$ cat src/rtl/pipe_hazard_ctrl_pkg.sv
// ---------------------------------------------------------------------------
// pipe_hazard_ctrl_pkg
// Shared pipeline definitions for the hazard/stall sequencer and the datapath:
//   - hazard sequencer state encoding
//   - canonical NOP instruction word (addi x0, x0, 0)
//   - index of the hard-wired zero register
// ---------------------------------------------------------------------------
package pipe_hazard_ctrl_pkg;

  typedef enum logic [1:0] {
    ST_RUN      = 2'd0,
    ST_MEM_WAIT = 2'd1,
    ST_HALTED   = 2'd2
  } hazard_state_e;

  localparam logic [31:0] NOP_INSTR = 32'h0000_0013;
  localparam logic [4:0]  REG_X0    = 5'd0;

endpackage : pipe_hazard_ctrl_pkg

$ cat src/rtl/pipe_hazard_ctrl_sat_counter.sv
// ---------------------------------------------------------------------------
// sat_counter
// Up-counter that sticks at all-ones instead of wrapping.
// Ports:
//   i_clk    core clock
//   i_clear  synchronous clear (takes priority over i_inc)
//   i_inc    add one this cycle unless already saturated
//   o_count  current count
// ---------------------------------------------------------------------------
module sat_counter #(
  parameter int CNT_W = 32
) (
  input  logic             i_clk,
  input  logic             i_clear,
  input  logic             i_inc,
  output logic [CNT_W-1:0] o_count
);

  // NOTE: sequential state is updated with non-blocking assignments so every
  // register samples pre-edge values regardless of process ordering.
  always_ff @(posedge i_clk) begin
    if (i_clear) begin
      o_count <= '0;
    end else if (i_inc && (o_count != {CNT_W{1'b1}})) begin
      o_count <= o_count + 1'b1;
    end
  end

endmodule : sat_counter

$ cat src/rtl/pipe_hazard_ctrl.sv
// ---------------------------------------------------------------------------
// pipe_hazard_ctrl
// Central stall/flush sequencer for the five-stage pipeline registers.
// Resolves load-use hazards, EX-stage redirects, multi-cycle data-memory
// accesses and halt retirement into per-register hold/flush controls, and
// keeps saturating performance counters.
// Ports:
//   i_clk, i_rst                clock, synchronous active-high reset
//   i_id_rs1/rs2_addr/_used     source operands of the instruction in ID
//   i_ex_valid/mem_read/rd_addr EX instruction validity, load flag, dest reg
//   i_ex_redirect               EX resolved a taken branch/jump
//   i_mem_valid/i_mem_access    EX/MEM holds a valid load/store
//   i_dmem_ready                data memory completes the access this cycle
//   i_wb_retire_halt            halt instruction retiring in WB
//   o_pc_stall .. o_ex_mem_stall  register holds
//   o_if_id_flush/o_id_ex_flush   bubble/NOP injection into IF/ID, ID/EX
//   o_mem_wb_bubble             bubble into MEM/WB
//   o_dmem_req                  data memory request strobe
//   o_halted                    core halted (registered)
//   o_stall_cycles/o_flush_count saturating performance counters
// ---------------------------------------------------------------------------
module pipe_hazard_ctrl
  import pipe_hazard_ctrl_pkg::*;
#(
  parameter int CNT_W = 32
) (
  input  logic             i_clk,
  input  logic             i_rst,
  input  logic [4:0]       i_id_rs1_addr,
  input  logic [4:0]       i_id_rs2_addr,
  input  logic             i_id_rs1_used,
  input  logic             i_id_rs2_used,
  input  logic             i_ex_valid,
  input  logic             i_ex_mem_read,
  input  logic [4:0]       i_ex_rd_addr,
  input  logic             i_ex_redirect,
  input  logic             i_mem_valid,
  input  logic             i_mem_access,
  input  logic             i_dmem_ready,
  input  logic             i_wb_retire_halt,
  output logic             o_pc_stall,
  output logic             o_if_id_stall,
  output logic             o_if_id_flush,
  output logic             o_id_ex_stall,
  output logic             o_id_ex_flush,
  output logic             o_ex_mem_stall,
  output logic             o_mem_wb_bubble,
  output logic             o_dmem_req,
  output logic             o_halted,
  output logic [CNT_W-1:0] o_stall_cycles,
  output logic [CNT_W-1:0] o_flush_count
);

  hazard_state_e state, state_nxt;
  logic          load_use;
  logic          mem_op;
  logic          redirect_taken;
  logic          stall_any;

  // A load writing x0 never creates a dependency.
  assign load_use = i_ex_valid && i_ex_mem_read && (i_ex_rd_addr != REG_X0) &&
                    ((i_id_rs1_used && (i_id_rs1_addr == i_ex_rd_addr)) ||
                     (i_id_rs2_used && (i_id_rs2_addr == i_ex_rd_addr)));

  assign mem_op = i_mem_valid && i_mem_access;

  always_ff @(posedge i_clk) begin
    if (i_rst) begin
      state <= ST_RUN;
    end else begin
      state <= state_nxt;
    end
  end

  // NOTE: every output of this block gets a default before the case, so no
  // path leaves a signal unassigned and no latch is inferred.
  always_comb begin
    state_nxt       = state;
    o_pc_stall      = 1'b0;
    o_if_id_stall   = 1'b0;
    o_if_id_flush   = 1'b0;
    o_id_ex_stall   = 1'b0;
    o_id_ex_flush   = 1'b0;
    o_ex_mem_stall  = 1'b0;
    o_mem_wb_bubble = 1'b0;
    o_dmem_req      = 1'b0;
    redirect_taken  = 1'b0;

    if (i_rst) begin
      // Drain the front of the pipe while reset is held.
      o_if_id_flush   = 1'b1;
      o_id_ex_flush   = 1'b1;
      o_mem_wb_bubble = 1'b1;
      state_nxt       = ST_RUN;
    end else begin
      unique case (state)
        ST_RUN: begin
          o_dmem_req = mem_op;
          if (mem_op && !i_dmem_ready) begin
            o_pc_stall      = 1'b1;
            o_if_id_stall   = 1'b1;
            o_id_ex_stall   = 1'b1;
            o_ex_mem_stall  = 1'b1;
            o_mem_wb_bubble = 1'b1;
            state_nxt       = ST_MEM_WAIT;
          end else if (i_ex_redirect && i_ex_valid) begin
            // Wins over load-use: the dependent instruction is flushed anyway.
            o_if_id_flush  = 1'b1;
            o_id_ex_flush  = 1'b1;
            redirect_taken = 1'b1;
          end else if (load_use) begin
            o_pc_stall    = 1'b1;
            o_if_id_stall = 1'b1;
            o_id_ex_flush = 1'b1;
          end
        end

        ST_MEM_WAIT: begin
          o_dmem_req = 1'b1;
          if (!i_dmem_ready) begin
            o_pc_stall      = 1'b1;
            o_if_id_stall   = 1'b1;
            o_id_ex_stall   = 1'b1;
            o_ex_mem_stall  = 1'b1;
            o_mem_wb_bubble = 1'b1;
          end else begin
            // A redirect held in the frozen EX is taken on the next RUN cycle.
            state_nxt = ST_RUN;
          end
        end

        ST_HALTED: begin
          o_pc_stall      = 1'b1;
          o_if_id_stall   = 1'b1;
          o_id_ex_stall   = 1'b1;
          o_ex_mem_stall  = 1'b1;
          o_mem_wb_bubble = 1'b1;
        end

        default: begin
          state_nxt = ST_RUN;
        end
      endcase

      // Halt retirement outranks everything, including an outstanding access.
      if (i_wb_retire_halt) begin
        state_nxt = ST_HALTED;
      end
    end
  end

  assign o_halted  = (state == ST_HALTED);
  assign stall_any = !i_rst && (o_pc_stall || o_ex_mem_stall) && (state != ST_HALTED);

  sat_counter #(.CNT_W(CNT_W)) u_stall_cnt (
    .i_clk   (i_clk),
    .i_clear (i_rst),
    .i_inc   (stall_any),
    .o_count (o_stall_cycles)
  );

  sat_counter #(.CNT_W(CNT_W)) u_flush_cnt (
    .i_clk   (i_clk),
    .i_clear (i_rst),
    .i_inc   (redirect_taken),
    .o_count (o_flush_count)
  );

endmodule : pipe_hazard_ctrl

$ cat config.mk
export PLATFORM = sky130hd
export DESIGN_NAME = pipe_hazard_ctrl
export DESIGN_NICKNAME = d
export VERILOG_FILES = /design/src/rtl/pipe_hazard_ctrl_pkg.sv /design/src/rtl/pipe_hazard_ctrl_sat_counter.sv /design/src/rtl/pipe_hazard_ctrl.sv
export SDC_FILE = /design/constraint.sdc
export NUM_CORES = 1
export LEC_CHECK = 0
export ABC_AREA = 1
export ABC_CLOCK_PERIOD_IN_PS = 3600
export CAP_MARGIN = 20
export CELL_PAD_IN_SITES_DETAIL_PLACEMENT = 1
export CELL_PAD_IN_SITES_GLOBAL_PLACEMENT = 1
export CORE_ASPECT_RATIO = 1.5
export CORE_MARGIN = 2
export CORE_UTILIZATION = 31
export DETAILED_ROUTE_END_ITERATION = 8
export PLACE_DENSITY = 0.73
export SLEW_MARGIN = 20
export SYNTH_ARGS = -nofsm -noshare
export SYNTH_HDL_FRONTEND = slang
export SYNTH_HIERARCHICAL = 1
export SYNTH_SLANG_ARGS = --single-unit
$ cat constraint.sdc
create_clock -name i_clk -period 3.6 [get_ports i_clk]
set_input_delay 0.54 -clock i_clk [delete_from_list [all_inputs] [get_ports i_clk]]
set_output_delay 0.54 -clock i_clk [all_outputs]
set_load 0.01 [all_outputs]
==> out/qor.yml, run 1 <==
power_and_ir_drop:
  leakagePower_uw: 0.002438
  peakVddDrop_uv: 232.1
  power.density_nw_per_um2: 295.4
detailed_routing:
  via_per_inst: 4.935
  via_count: 5108
  ant_nets: 0
  drc: 0
  first_pass_iters: 7
  wl_per_cell_um: 15.62
  drt_iter0_drc: 121
  wirelength_mm: 16.17
clock_tree:
  insertion_delay_ns: 0.33
  ctsHoldBuffers: 0
  numCtsBuffers: 9
  clk_pin_slew_ns: 0.06
  cts.sinks: 66
  clockBufferDepth: 2
  postCtsResizedCells: 0
  h-tree-depth: 3
  post_cts_buffers: 0
  cts_tree: "yes"
  root_buffer: "clkbuf_16"
critical_path:
  cp_max_fo: 4
  worst-endpoint-arrival_ns: 2.40
  r2r_start: "state[1]"
  cp-end-kind: "primary output"
  critPathLaunch: "i_ex_rd_addr[1]"
  worst_setup_path_start_kind: "input port"
  critical_path_class: "in -> out"
  required_ns: 3.06
placed_design:
  gp_congestion: 0.8758
  post-dp-hpwl_mm: 12.63
  io_buffers: 98
  place_area_um2: 5628
  preCtsSetupSlack_ns: 0.6025
  dp_cells: 1019
flow_run:
  maxCapViolCount: 0
timing:
  clock.fmax_ghz: 0.3402
  period_needed_ns: 2.940
  finalSetupTns_ns: 0
  worst_slew_pin_slew_ns: 0.5632
  final-hold-violation-count: 0
  grt_setup_unrepaired: "false"
  post-route-period-util_pct: 81.66
  final_max_slew_viol_count: 0
  setup_viol: 0
  max_slew_margin_pct: 62.40
  skew_ns: 0.006902
  setup_slack_ns: 0.6602
die:
  die_h_um: 151.9
  initial_core_util_pct: 31.43
  rows: 54
  die_area_um2: 15590
  ioPinCount: 99
  core_region_area_um2: 14390
  die_width_um: 102.6
layout:
  diodes: 0
  fin_nets: 862
  final_area_um2: 5914
  stdcell_count: 1035
  drive_gt1_share_pct: 10.85
  syn_to_final_growth_pct: 30.76
synthesis:
  yosysSeqAreaShare_pct: 29.21
  yosysTopAreaCellShare_pct: 29.21
  ys_top_cells_by_count: "209 x nand2_1, 155 x nor2_1, 72 x inv_1, 66 x dfxtp_1, 55 x nand3_1"
  synth_warnings: 6
  syn_area_um2: 4523
  yosys-top-cells-area: "dfxtp_1 29%, nand2_1 17%, nor2_1 13%"
  async_reset_ff_share_pct: 0
  synth_edf_count: 0
  yosys_most_used_dff: "dfxtp_1"
  synth_cells: 739
  synth_most_common_cell: "nand2_1"
  synth_top_area_cell: "dfxtp_1"
  synthesis.nets: 767
  yosysUniqueCellTypes: 32
  synth_seq_cells: 66
  synth.avg_cell_area_um2: 6.121
grt:
  grt_overflow: 0
  grt_max_degree: 42
  grt_pass1_vias: 5477
  grt_usage_pct: 21.68
  antenna_found_initial: 0
  grt_first_pass_wirelength_mm: 26.92
outcome:
  status: "finished clean"
min_path:
  hold_path_class: "reg -> reg"
  hp-start: "u_stall_cnt/o_count[1]"
==> path summary, 6_finish.rpt <==
kind	endpoint	slack [ns]	cells after the start
worst max-delay path	o_pc_stall	0.66	12
worst min register to register	u_stall_cnt/o_count[1]	0.50	2
worst min-delay path	u_stall_cnt/o_count[1]	0.50	2
worst max register to register	u_stall_cnt/o_count[30]	1.39	14
==> cell families (layout without fill, tap and decap cells) <==
group / count (synthesis) / after routing / synth area share, %
AOI/OAI and AO/OA: 56 / 56 / 6.639
xor gates and xnor gates: 1 / 1 / 0.1937
adders and majority gates: 2 / 2 / 0.5532
buffers and inverters: 101 / 201 / 10.24
DFF: 66 / 66 / 29.21
and+or+nand+nor: 513 / 513 / 53.17
==> power breakdown <==
part / total, uW / internal (uW) / switching, uW
clock network: 877 / 532 / 345
registers: 735 / 733 / 2.61
logic: 135 / 61.4 / 73.6
total: 1750 / 1330 / 421
==> cells in the final DEF, fill, tap and decap left out, drive strengths merged <==
master	count
a21oi	44
a31o	1
a31oi	10
and2	1
buf	4
bufinv	1
clkbuf	10
clkdlybuf4s50	98
clkinv	6
clkinvlp	1
dfxtp	66
ha	2
inv	81
nand2	226
nand3	71
nand3b	2
nand4	28
nor2	179
nor3	5
nor4	1
o21ai	1
xnor2	1
==> through the flow <==
| step | hold WS (ns) | total power (uW) | utilization, % |
|---|---|---|---|
| 6_report | 0.5040 | 1747 | 41.10 |
| 5_1_grt | 0.5625 | 1821 | 41.10 |
| 4_1_cts | 0.5078 | 1776 | 41.10 |
| 3_5_place_dp | 0.4987 | 887.2 | 39.11 |
| 3_3_place_gp | 0.4864 | 881.9 | 39.11 |
| 2_1_floorplan | 0.5049 | 817.9 | - |
==> flip-flops by register name (all words and copies together) (netlist names) <==
signal / count
u_flush_cnt/o_count: 32
u_stall_cnt/o_count: 32
state: 2
==> per-layer routing <==
layer / wire [um] / vias up / share of wire, % / global-route usage (%)
li1: - / 2535 / - / -
met3: 444 / 22 / 2.7 / 3.910
met4: 324 / 0 / 2.0 / 7.175
met2: 9214 / 93 / 57 / 42.02
met5: 0 / - / 0 / 0
met1: 6182 / 2458 / 38 / 22.43
==> area by class of cell <==
cell class / instances / area [um2]
inverter: 83 / 311.5
clock buffer: 10 / 229.0
clock inverter: 6 / 57.56
tap: 196 / 245.2
fill: 1928 / 8477
timing repair buffer: 102 / 1011
sequential: 66 / 1321
multi-input combinational: 572 / 2739
==> critical path, cell delays in order <==
cell	delay, ns
clkdlybuf4s50_1	0.57
inv_2	0.06
nand2_1	0.06
nand2_1	0.06
nor2_1	0.11
nand3_1	0.08
nand2_1	0.08
nand3_1	0.07
nand2_1	0.07
nand2_2	0.06
inv_1	0.09
clkdlybuf4s50_1	0.54
Power figures use the tool's default switching activity.
==> inputs of run 2 (changes only) <==
- ABC_CLOCK_PERIOD_IN_PS: 3600 -> 3000
- clock period: 3.6 -> 3 ns (I/O delays scaled with it)
==> out/qor.yml, run 2 (synthesis gave the netlist of run 1 again) <==
die:
  die_width_um: 102.6
  rows: 54
  die_area_um2: 15590
  initial_core_util_pct: 31.43
  core_region_area_um2: 14390
  ioPinCount: 99
  die_h_um: 151.9
power_and_ir_drop:
  p_sw_uw: 524.2
  combPwrFrac_pct: 7.5
  leakagePower_uw: 0.002467
  swShare_pct: 24.33
  finalPower_uw: 2155
  power.density_nw_per_um2: 360.9
  pwr-share-clk_pct: 51.5
  peakVddDrop_uv: 204.3
  internal-power_uw: 1630
  power_frac_seq_pct: 41.0
min_path:
  holdPathStages: 2
  hold_path_class: "reg -> reg"
  hp-start: "u_flush_cnt/o_count[1]"
  min_to: "u_flush_cnt/o_count[1]"
placed_design:
  gp_congestion: 0.9024
  io_buffers: 98
  place_area_um2: 5658
  post-dp-hpwl_mm: 13.02
detailed_routing:
  drc: 0
  drt_iter0_drc: 96
  via_per_inst: 4.947
  first_pass_iters: 4
  ant_nets: 0
  via_count: 5140
  wirelength_mm: 16.43
  wl_per_cell_um: 15.82
layout:
  diodes: 0
  fin_nets: 866
  layout_commonest_cell: "nand2_1"
  reg_top3: "u_flush_cnt/o_count: 32 flops, u_stall_cnt/o_count: 32 flops, state: 2 flops"
  drive_gt1_share_pct: 11.39
  layout_common_cells: "209 x nand2_1, 155 x nor2_1, 98 x clkdlybuf4s50_1"
  final.fill_count: 1912
  final_area_um2: 5969
  syn_to_final_growth_pct: 31.98
  finalCoreUtilization_pct: 41.48
critical_path:
  worst-endpoint-arrival_ns: 2.30
  crit_chain: "clkdlybuf4s50_1 > inv_2 > nand2_1 > nand2_1 > nor2_1 > nand3_1 > nand2_1 > nand3_1 > nand2_1 > nand2_2 > inv_1 > clkdlybuf4s50_1"
  r2r_start: "state[1]"
  worst_setup_path_start_kind: "input port"
  critical_path_class: "in -> out"
  critPathMostFrequentCell: "nand2_1"
  required_ns: 2.55
  timing.rr.end: "u_stall_cnt/o_count[23]"
  cp-end-kind: "primary output"
  worst-r2r-cell-count: 13
  cp_slowest_stage_delay_ns: 0.55
  crit_slowest_cell: "clkdlybuf4s50_1"
  regToRegSetupSlack_ns: 0.85
  cp_max_fo: 3
clock_tree:
  clockBufferDepth: 2
  ctsHoldBuffers: 0
  h-tree-depth: 3
  clk_pin_slew_ns: 0.06
  root_buffer: "clkbuf_16"
  numCtsBuffers: 9
  post_cts_buffers: 0
  cts.sinks: 66
  insertion_delay_ns: 0.33
  postCtsResizedCells: 0
  cts_tree: "yes"
timing:
  grt_setup_unrepaired: "false"
  clock.fmax_ghz: 0.3642
  post-route-period-util_pct: 91.51
  setup_viol: 0
  worst_slew_pin_slew_ns: 0.5513
  finalSetupTns_ns: 0
  skew_ns: 0.01134
  max_slew_margin_pct: 63.19
  final_max_slew_viol_count: 0
  period_needed_ns: 2.745
  final-hold-violation-count: 0
outcome:
  status: "finished clean"
grt:
  antenna_found_initial: 0
  grt_pass1_vias: 5433
  grt_overflow: 0
  grt_max_degree: 42
  grt_usage_pct: 21.58
  grt_first_pass_wirelength_mm: 26.64
flow_run:
  maxCapViolCount: 0
[run 2: cell types whose count changed in the layout (fill, tap and decap cells not counted), sizes merged]
cell    delta
buf        +4
inv        +3
clkinv     -3
[run 2: through the flow]
step / instances / setup slack [ns] / hold WS [ns]
4_1_cts: 1039 / 0.2380 / 0.5154
3_5_place_dp: 1023 / 0.1644 / 0.5056
3_3_place_gp: 1023 / 0.2128 / 0.4878
5_1_grt: 1039 / 0.1212 / 0.5644
6_report: 1039 / 0.2546 / 0.5120
2_1_floorplan: 739 / 0.9175 / 0.5049
[run 2: cell type report]
cell class	count	area (um2)	share of cell area (%)
Clock buffer	10	239.0	4.003
Clock inverter	6	72.57	1.216
Inverter	83	311.5	5.219
Multi-Input combinational cell	572	2739	45.88
Sequential cell	66	1321	22.13
Tap cell	196	245.2	4.108
Timing Repair Buffer	106	1041	17.44
[run 2: layer usage]
layer	GRT usage (%)	wire [um]	vias up	share of wire [%]
li1	-	-	2542	-
met2	43.51	9658	95	59
met1	20.23	5791	2472	35
met4	8.952	573	0	3.5
met3	3.496	410	31	2.5
met5	0	0	-	0
[run 2: how the worst max path moves through the flow]
stage	slack [ns]	startpoint	cells after the start	end
2_1_floorplan	0.92	i_ex_rd_addr[2]	19	u_stall_cnt/o_count[25]
3_3_place_gp	0.21	i_ex_rd_addr[4]	18	u_stall_cnt/o_count[23]
3_5_place_dp	0.16	i_ex_rd_addr[4]	18	u_stall_cnt/o_count[23]
4_1_cts	0.24	i_ex_rd_addr[4]	12	o_if_id_stall
5_1_grt	0.12	i_ex_rd_addr[4]	12	o_pc_stall
6_report	0.25	i_ex_rd_addr[4]	12	o_if_id_stall
[run 2: worst max-delay path, delay by kind of cell]
kind                   cells  cell delay [ns]
buffers and inverters      4             1.24
AND/OR/NAND/NOR            8             0.61
[run 2: power groups by stage]
stage                     sequential (uW)  clock [uW]  combinational (uW)
after detailed placement              902           0                 163
after floorplan                       902           0                79.4
final                                 882        1110                 162
after global placement                902           0                 158
after global routing                  882        1180                 178
after CTS                             882        1150                 164
==> inputs of run 3 (changes only) <==
- CTS_CLUSTER_SIZE: default -> 20
==> results of run 3 <==
The final DEF is identical to that of run 2; final timing and power are the same.
